File: config.mk
export PLATFORM = sky130hd
export DESIGN_NAME = elevator_motion_ctrl
export DESIGN_NICKNAME = d
export VERILOG_FILES = /design/src/rtl/elevator_motion_ctrl.sv
export SDC_FILE = /design/constraint.sdc
export NUM_CORES = 1
export LEC_CHECK = 0
export ABC_AREA = 1
export CAP_MARGIN = 0
export CORE_MARGIN = 3
export CORE_UTILIZATION = 30
export DETAILED_ROUTE_END_ITERATION = 6
export SYNTH_ARGS = -nofsm -noshare
export SYNTH_HDL_FRONTEND = slang
export SYNTH_SLANG_ARGS = --single-unit
File: constraint.sdc
create_clock -name clk -period 1.6 [get_ports clk]
set_input_delay 0.48 -clock clk [delete_from_list [all_inputs] [get_ports clk]]
set_output_delay 0.48 -clock clk [all_outputs]
set_load 0.01 [all_outputs]
File: src/rtl/elevator_motion_ctrl.sv
// elevator_motion_ctrl
// Moves the car between three floors toward the goal floor from the selector.
// It times floor-to-floor travel and door dwell. On arrival it pulses arrive
// and the clear for the served floor.
//
// Build option: define DOOR_HOLD_EN to add the door_hold input. While door_hold
// is high in DOOR, the door dwell timer keeps reloading, so the door stays open.
//
// state | meaning
// ------+-----------------------------------------------------------
// IDLE  | parked, doors closed, waiting for a valid goal and a request
// MOVE  | travelling toward target, one floor per TRAVEL_CYCLES clocks
// DOOR  | doors open at the served floor for DOOR_CYCLES clocks
module elevator_motion_ctrl #(
    parameter logic [1:0] labelF1       = 2'b00,
    parameter logic [1:0] labelF2       = 2'b01,
    parameter logic [1:0] labelF3       = 2'b10,
    parameter int         TRAVEL_CYCLES = 50,
    parameter int         DOOR_CYCLES   = 100
) (
    input  logic       clk,
    input  logic       rst_n,
    input  logic [1:0] gf,
    input  logic       led1,
    input  logic       led2,
    input  logic       led3,
`ifdef DOOR_HOLD_EN
    input  logic       door_hold,
`endif
    output logic [1:0] floor,
    output logic       moving,
    output logic       dir_up,
    output logic       door_open,
    output logic       arrive,
    output logic       clr1,
    output logic       clr2,
    output logic       clr3
);

    localparam int TMAX = (TRAVEL_CYCLES > DOOR_CYCLES) ? TRAVEL_CYCLES : DOOR_CYCLES;
    localparam int TW   = $clog2(TMAX) + 1;
    localparam logic [TW-1:0] TRAVEL_LOAD = TW'(TRAVEL_CYCLES - 1);
    localparam logic [TW-1:0] DOOR_LOAD   = TW'(DOOR_CYCLES - 1);

    typedef enum logic [1:0] {
        S_IDLE = 2'd0,
        S_MOVE = 2'd1,
        S_DOOR = 2'd2
    } state_t;

    state_t        state, state_n;
    logic [1:0]    target, target_n;
    logic [1:0]    floor_n;
    logic [TW-1:0] timer, timer_n;
    logic          moving_n, dir_up_n, door_open_n, arrive_n;
    logic [2:0]    clr_n;
    logic [1:0]    step_floor;
    logic          any_req;
    logic          hold_req;

    assign any_req = led1 | led2 | led3;

`ifdef DOOR_HOLD_EN
    assign hold_req = door_hold;
`else
    assign hold_req = 1'b0;
`endif

    // Floor reached after one travel interval. Floor 3 cannot step up and
    // floor 1 cannot step down, so the car stays on valid floors.
    always_comb begin
        step_floor = floor;
        if (dir_up) begin
            if (floor == labelF1)      step_floor = labelF2;
            else if (floor == labelF2) step_floor = labelF3;
        end else begin
            if (floor == labelF3)      step_floor = labelF2;
            else if (floor == labelF2) step_floor = labelF1;
        end
    end

    // Next-state and next-output logic; outputs are registered below.
    always_comb begin
        state_n  = state;
        floor_n  = floor;
        target_n = target;
        timer_n  = timer;
        dir_up_n = dir_up;
        arrive_n = 1'b0;
        clr_n    = 3'b000;
        case (state)
            S_IDLE: begin
                if (any_req && (gf != 2'b11)) begin
                    if (gf == floor) begin
                        state_n  = S_DOOR;
                        timer_n  = DOOR_LOAD;
                        arrive_n = 1'b1;
                        clr_n    = {floor == labelF3, floor == labelF2, floor == labelF1};
                    end else begin
                        state_n  = S_MOVE;
                        target_n = gf;
                        dir_up_n = (gf > floor);
                        timer_n  = TRAVEL_LOAD;
                    end
                end
            end
            S_MOVE: begin
                if (timer == '0) begin
                    floor_n = step_floor;
                    if (step_floor == target) begin
                        state_n  = S_DOOR;
                        timer_n  = DOOR_LOAD;
                        arrive_n = 1'b1;
                        clr_n    = {step_floor == labelF3, step_floor == labelF2,
                                    step_floor == labelF1};
                    end else begin
                        timer_n = TRAVEL_LOAD;
                    end
                end else begin
                    timer_n = timer - 1'b1;
                end
            end
            S_DOOR: begin
                if (hold_req) begin
                    timer_n = DOOR_LOAD;
                end else if (timer == '0) begin
                    state_n = S_IDLE;
                end else begin
                    timer_n = timer - 1'b1;
                end
            end
            default: begin
                state_n = S_IDLE;
            end
        endcase
        moving_n    = (state_n == S_MOVE);
        door_open_n = (state_n == S_DOOR);
    end

    // State and registered outputs; reset abandons any trip in progress.
    always_ff @(posedge clk or negedge rst_n) begin
        if (!rst_n) begin
            state     <= S_IDLE;
            floor     <= labelF1;
            target    <= labelF1;
            timer     <= '0;
            moving    <= 1'b0;
            dir_up    <= 1'b1;
            door_open <= 1'b0;
            arrive    <= 1'b0;
            clr1      <= 1'b0;
            clr2      <= 1'b0;
            clr3      <= 1'b0;
        end else begin
            state     <= state_n;
            floor     <= floor_n;
            target    <= target_n;
            timer     <= timer_n;
            moving    <= moving_n;
            dir_up    <= dir_up_n;
            door_open <= door_open_n;
            arrive    <= arrive_n;
            clr1      <= clr_n[0];
            clr2      <= clr_n[1];
            clr3      <= clr_n[2];
        end
    end

endmodule

==> run_results.csv, run 1 <==
group,metric,value,unit
floorplan,num_io_pins,16,
timing,fin_hold_ws,0.548,ns
global_routing,grt_use_total,0.143,
clock_tree,hold_buffers,0,
synthesis,synth_top_family_by_area,"simple AND/OR/NAND/NOR gates",
detailed_routing,drt-total-wl,3740,um
power_and_ir_drop,switching_share,0.456,
critical_path,crit_family,"simple AND/OR/NAND/NOR gates",
placed_design,io_buffers,15,
global_routing,grt_remaining_overflow,0,
detailed_routing,wl_per_cell,12.8,um
synthesis,synth-xor-area-share,0.0191,
power_and_ir_drop,vdd_drop_max,0.944,mV
synthesis,synth.area.top_cells,"dfrtp_1 (36%), nand2_1 (12%), ha_1 (10%)",
clock_tree,cts_tree,"yes",
detailed_routing,drt-initial-drc-count,62,
clock_tree,clockBufferDepth,2,
synthesis,synth-adder-area-share,0.0998,
floorplan,rows,24,
critical_path,path_cells,"buf_6 -> inv_6 -> ha_4 -> inv_2 -> nand2_4 -> nand3b_1 -> nand2_2 -> nand3_2 -> nand2_2 -> nand2_2 -> nand2_2 -> nand2_2 -> nor2_2",
synthesis,syn_nets,194,
synthesis,synth_compound_area_frac,0.111,
synthesis,syn_inst,176,
power_and_ir_drop,sequentialPowerShare,0.223,
detailed_routing,drc,0,
power_and_ir_drop,switchingPower,1.79,mW
clock_tree,root_buffer,"clkbuf_8",
timing,fin_tns_setup,-0.0777,ns
power_and_ir_drop,pwr-share-comb,0.685,
synthesis,ys_warn_count,0,
synthesis,ys_ff_latch,21,
global_routing,grt_pass1_vias,1342,
placed_design,dp_slack,-0.500,ns
critical_path,cp_slowest_stage_delay,0.40,ns
synthesis,synthSimpleGateAreaFrac,0.282,
floorplan,start_util,0.314,
timing,setup_ws,-0.0397,ns
synthesis,ys_seq_area_frac,0.382,
critical_path,critPathKind,"reg2reg",
detailed_routing,dr.pass1.iters,4,
run_status,violations,"negative setup slack",
timing,finClkSkew,0.00436,ns
critical_path,path_common_cell,"nand2_2",
power_and_ir_drop,clockPowerShare,0.091,
cells_and_area,drive_gt1_frac,0.460,
synthesis,synth_mux_area_frac,0.00817,
timing,fin_crit,1.64,ns
synthesis,syn_avg_cell_area,7.83,um^2
floorplan,core,0.00438,mm^2
power_and_ir_drop,p_int,2.13,mW
cells_and_area,fin_nets,258,
cells_and_area,antennaDiodeCount,0,
power_and_ir_drop,p_per_area,1810,mW/mm^2
critical_path,crit_fanout,4,
hold_path,hp-class,"reg2reg",
timing,fmax,610,MHz
global_routing,globalRouteMet1Util,0.177,
critical_path,crit_buf_inv,3,
placed_design,hpwl,2430,um
power_and_ir_drop,leakage,1.11,nW
hold_path,hp-start,"target[0]$_DFFE_PN0P_",
timing,rsz0062_at_grt,"true",
clock_tree,cts.sinks,21,
global_routing,met3_usage,0.0205,
clock_tree,clk_pin_slew,0.08,ns
run,cap_violations,0,
critical_path,setup.worst_path.end_class,"flop",
global_routing,top_usage_layer,"met2",
detailed_routing,avgViaCountPerCell,4.65,
clock_tree,numCtsBuffers,3,
global_routing,grt_max_degree,22,
cells_and_area,fillCellCount,413,
global_routing,grtUsageMet2,0.247,
run_status,status,"finished, violations left",
floorplan,dieArea,0.00545,mm^2
clock_tree,clk_latency,0.27,ns
critical_path,r2r-start,"floor[0]$_DFFE_PN0P_",
placed_design,place_congestion,0.829,
floorplan,fp.dieW,73.8,um
timing,report.final.slew_viol_count,0,
synthesis,synth_cell_types,30,
critical_path,startpoint_type,"flop",
cells_and_area,final_cell_mix,"buf_4 (42), nand2_1 (29), inv_1 (25), dfrtp_1 (18), nand2_2 (16)",
synthesis,synth_top_area_share,0.363,
synthesis,synth.largest_area_cell,"dfrtp_1",
global_routing,antenna_found_initial,0,
floorplan,die_y,73.8,um
critical_path,critPathLaunch,"floor[0]$_DFFE_PN0P_",
timing,worst_slew_pin_slew,0.295,ns
detailed_routing,vias,1352,
critical_path,cp.arrival,1.84,ns
cells_and_area,final_cells,291,
timing,slew_headroom,0.803,
detailed_routing,antenna_left,0,
critical_path,slowest_stage,"dfrtp_1",
cells_and_area,area_growth,57.1,%
timing,setup_viol,2,
timing,hold_viol,0,
placed_design,placed_cells,268,
timing,post-route-period-util,1.02,
global_routing,grt_pass1_wl,6010,um
clock_tree,htreeDepth,1,
synthesis,synth_area,0.00138,mm^2
critical_path,crit_required,1.81,ns
cells_and_area,layout_commonest_cell,"buf_4",
## metal layers
layer / part of all wire / wire, um / vias to the layer above
li1: - / - / 683
met1: 0.46 / 1710 / 635
met2: 0.49 / 1840 / 25
met3: 0.026 / 96 / 9
met4: 0.024 / 91 / 0
met5: 0 / 0 / -
## power groups by stage
stage	Clock (mW)	Sequential (mW)	Combinational [mW]
finish	0.359	0.876	2.69
floorplan	0	0.879	1.20
detailed placement	0	0.864	2.07
global route	0.395	0.903	2.98
CTS	0.367	0.852	2.23
global placement	0	0.861	2.05
## worst min-delay path: stages, from the launching register on
cell     delay, ns
dfrtp_1       0.38
nand2_1       0.07
o21ai_0       0.06
## Yosys cell counts
master and number:
nand2_2 3, o31ai_1 2, xnor2_1 1, nand2_1 44, inv_1 34, nand4_1 3, nand2_4 1, dfrtp_1 20
nand3_2 1, o211ai_1 2, buf_4 1, nor2_2 2, ha_1 11, dfstp_2 1, a22oi_1 1, mux2_2 1
o21ai_0 7, nor2_1 11, xor2_1 2, a31oi_4 1, a211oi_1 1, o22ai_1 1, o21ai_1 1, a21oi_1 5
nor3_4 1, a21boi_1 2, nand3b_1 1, nor3_1 3, nand3_1 10, nor2_4 2
## worst paths after layout
path | endpoint | slack [ns] | cells after the start
worst max-delay path | door_open$_DFF_PN0_ | -0.04 | 13
worst min-delay path | target[0]$_DFFE_PN0P_ | 0.55 | 2
worst max register to register | door_open$_DFF_PN0_ | -0.04 | 13
worst min register to register | target[0]$_DFFE_PN0P_ | 0.55 | 2
max in group asynchronous | dir_up$_DFFE_PN1P_ | 0.75 | 2
min in group asynchronous | timer[2]$_DFFE_PN0P_ | 0.57 | 2
## layout make-up
class	instances	area, um^2	area share
multi-input combinational	120	908	0.419
sequential	21	529	0.244
timing repair buffer	60	483	0.223
inverter	34	135	0.0624
tap	52	65.1	0.0300
clock buffer	4	45.0	0.0208
## state kept, by name, indices dropped and copies added, names as in the netlist
| register | flops |
|---|---|
| moving | 1 |
| clr3 | 1 |
| clr2 | 1 |
| target | 2 |
| timer | 8 |
| state | 2 |
| floor | 2 |
| door_open | 1 |
| clr1 | 1 |
| dir_up | 1 |
| arrive | 1 |
## repair_timing
item	in CTS	in global routing
resized for setup	26	50
pin swaps	12	10
gates cloned	0	1
setup endpoints to repair	23	23
buffers inserted	13	5
## metrics by stage
| step | util | area (um^2) | power [mW] |
|---|---|---|---|
| 2_1_floorplan | - | 1380 | 2.08 |
| 3_3_place_gp | 0.406 | 1780 | 2.91 |
| 3_5_place_dp | 0.406 | 1780 | 2.93 |
| 4_1_cts | 0.447 | 1960 | 3.45 |
| 5_1_grt | 0.494 | 2170 | 4.27 |
| 6_report | 0.494 | 2170 | 3.92 |
## logic make-up (layout without fill, tap and decap cells)
logic type | Yosys count | count (layout)
xor gates and xnor gates | 3 | 3
and+or+nand+nor | 82 | 82
DFF | 21 | 21
muxes | 1 | 1
buffers and inverters | 35 | 98
adders and majority gates | 11 | 11
AOI/OAI and AO/OA | 23 | 23
(Power assumes the default switching activity.)
==> run 2: changes to the inputs <==
--- a/config.mk
+++ b/config.mk
@@ -8,8 +8,9 @@
 export ABC_AREA = 1
 export CAP_MARGIN = 0
 export CORE_MARGIN = 3
-export CORE_UTILIZATION = 30
+export CORE_UTILIZATION = 50
 export DETAILED_ROUTE_END_ITERATION = 6
+export PLACE_DENSITY = 0.75
 export SYNTH_ARGS = -nofsm -noshare
 export SYNTH_HDL_FRONTEND = slang
 export SYNTH_SLANG_ARGS = --single-unit
==> run_results.csv, run 2 (synthesis results as in run 1) <==
group,metric,value,unit
floorplan,start_util,0.542,
clock_tree,clk_pin_slew,0.12,ns
timing,setup_viol,12,
cells_and_area,largest_reg_flops,8,
power_and_ir_drop,p_per_area,1930,mW/mm^2
run,cap_violations,0,
clock_tree,cts.sinks,21,
clock_tree,numCtsBuffers,3,
power_and_ir_drop,vdd_drop_max,1.34,mV
detailed_routing,wl_per_cell,15.1,um
power_and_ir_drop,pwr-share-comb,0.715,
critical_path,startpoint_type,"flop",
run_status,status,"finished, violations left",
cells_and_area,final_util,0.804,
global_routing,grt_use_total,0.204,
hold_path,hp-class,"in2async",
clock_tree,cts_tree,"yes",
detailed_routing,drc,0,
timing,post-route-period-util,1.10,
floorplan,num_io_pins,16,
power_and_ir_drop,p_int,2.08,mW
clock_tree,htreeDepth,1,
placed_design,io_buffers,15,
detailed_routing,antenna_left,0,
clock_tree,clk_latency,0.31,ns
timing,rsz0062_at_grt,"true",
floorplan,dieArea,0.00342,mm^2
cells_and_area,seq_area,527,um^2
global_routing,grt_pass1_vias,1281,
detailed_routing,drt-total-wl,3920,um
placed_design,hpwl,2420,um
placed_design,place_congestion,0.863,
timing,slew_headroom,0.790,
timing,fin_crit,1.75,ns
timing,fin_hold_ws,0.492,ns
detailed_routing,avgViaCountPerCell,5.43,
timing,hold_viol,0,
critical_path,cp.arrival,1.97,ns
floorplan,core,0.00254,mm^2
power_and_ir_drop,sequentialPowerShare,0.217,
cells_and_area,final_cell_mix,"buf_4 (31), nand2_1 (30), inv_1 (26), dfrtp_1 (20), nand2_2 (14)",
critical_path,critPathKind,"reg2reg",
clock_tree,root_buffer,"clkbuf_4",
critical_path,crit_required,1.81,ns
global_routing,grt_remaining_overflow,0,
critical_path,crit_fanout,3,
detailed_routing,vias,1413,
cells_and_area,post-route-cell-area,0.00205,mm^2
timing,finClkSkew,0.00372,ns
placed_design,dpl-instance-area,0.00175,mm^2
cells_and_area,fillCellCount,151,
cells_and_area,drive_gt1_frac,0.422,
cells_and_area,antennaDiodeCount,0,
cells_and_area,fin_nets,249,
clock_tree,hold_buffers,0,
power_and_ir_drop,switching_share,0.474,
power_and_ir_drop,switchingPower,1.87,mW
detailed_routing,dr.pass1.iters,5,
timing,report.final.slew_viol_count,0,
floorplan,die_y,58.5,um
timing,setup_ws,-0.154,ns
cells_and_area,layout_commonest_cell,"buf_4",
critical_path,setup.worst_path.end_class,"flop",
timing,fmax,570,MHz
timing,worst_slew_pin_slew,0.314,ns
global_routing,antenna_found_initial,0,
detailed_routing,drt-initial-drc-count,58,
floorplan,rows,18,
power_and_ir_drop,leakage,1.06,nW
global_routing,grt_max_degree,22,
run_status,violations,"negative setup slack",
cells_and_area,area_growth,48.5,%
global_routing,grt_pass1_wl,5460,um
power_and_ir_drop,clockPowerShare,0.068,
floorplan,fp.dieW,58.5,um
clock_tree,clockBufferDepth,2,
cells_and_area,regMostFlops,"timer",
cells_and_area,multi_input_area,897,um^2
run 2: changes by cell type in the layout (fill, tap and decap cells not counted), sizes merged:
cell	before	now
buf	45	38
dlygate4sd2	10	9
dlymetal6s2s	1	0
run 2: worst paths after layout:
kind	start	to	slack, ns	cells past startpoint
max in group asynchronous	rst_n	dir_up$_DFFE_PN1P_	0.84	2
min in group clk	target[0]$_DFFE_PN0P_	target[0]$_DFFE_PN0P_	0.56	2
min	rst_n	timer[3]$_DFFE_PN0P_	0.49	2
max reg2reg	floor[0]$_DFFE_PN0P_	clr2$_DFF_PN0_	-0.15	10
min reg2reg	target[0]$_DFFE_PN0P_	target[0]$_DFFE_PN0P_	0.56	2
max	floor[0]$_DFFE_PN0P_	clr2$_DFF_PN0_	-0.15	10
run 2: cell type report:
type	count	area share
Inverter	34	0.0660
Sequential cell	21	0.257
Timing Repair Buffer	51	0.207
Multi-Input combinational cell	120	0.438
Tap cell	30	0.0183
Clock buffer	4	0.0128
run 2: repair_timing:
item / in CTS / in global routing
endpoints found under the setup margin: 24 / 19
resized for setup: 45 / 33
pin swaps: 15 / 19
buffers inserted: 5 / 5
cloned: 0 / 0
run 2: critical path: stages, from the launching register on:
cell	delay, ns
dfrtp_1	0.41
buf_6	0.14
inv_6	0.07
ha_4	0.20
nand2_2	0.07
nand2_2	0.07
buf_4	0.14
buf_4	0.14
inv_2	0.06
nand2_1	0.08
o31ai_1	0.29
run 2: power by group through the flow:
stage          logic (mW)  registers, mW  clock network (mW)
4_1_cts              2.31          0.845               0.264
3_3_place_gp         2.02          0.860                   0
6_report             2.83          0.859               0.267
2_1_floorplan        1.20          0.879                   0
5_1_grt              3.04          0.882               0.288
3_5_place_dp         2.08          0.864                   0
run 2: layer usage:
metal | routed length (um) | up-vias | share of wire | track usage
li1 | - | 668 | - | -
met1 | 1660 | 666 | 0.42 | 0.276
met2 | 1930 | 72 | 0.49 | 0.346
met3 | 294 | 7 | 0.075 | 0.0263
met4 | 40 | 0 | 0.010 | 0.0464
met5 | 0 | - | 0 | 0
run 2: stage by stage:
step	setup TNS (ns)	std cells	power (mW)	worst slack, ns
5_1_grt	-1.89	260	4.21	-0.240
4_1_cts	-0.176	255	3.42	-0.0440
3_3_place_gp	-6.24	246	2.88	-0.458
3_5_place_dp	-7.56	246	2.95	-0.534
6_report	-0.636	260	3.95	-0.154
2_1_floorplan	0	176	2.08	0.0403
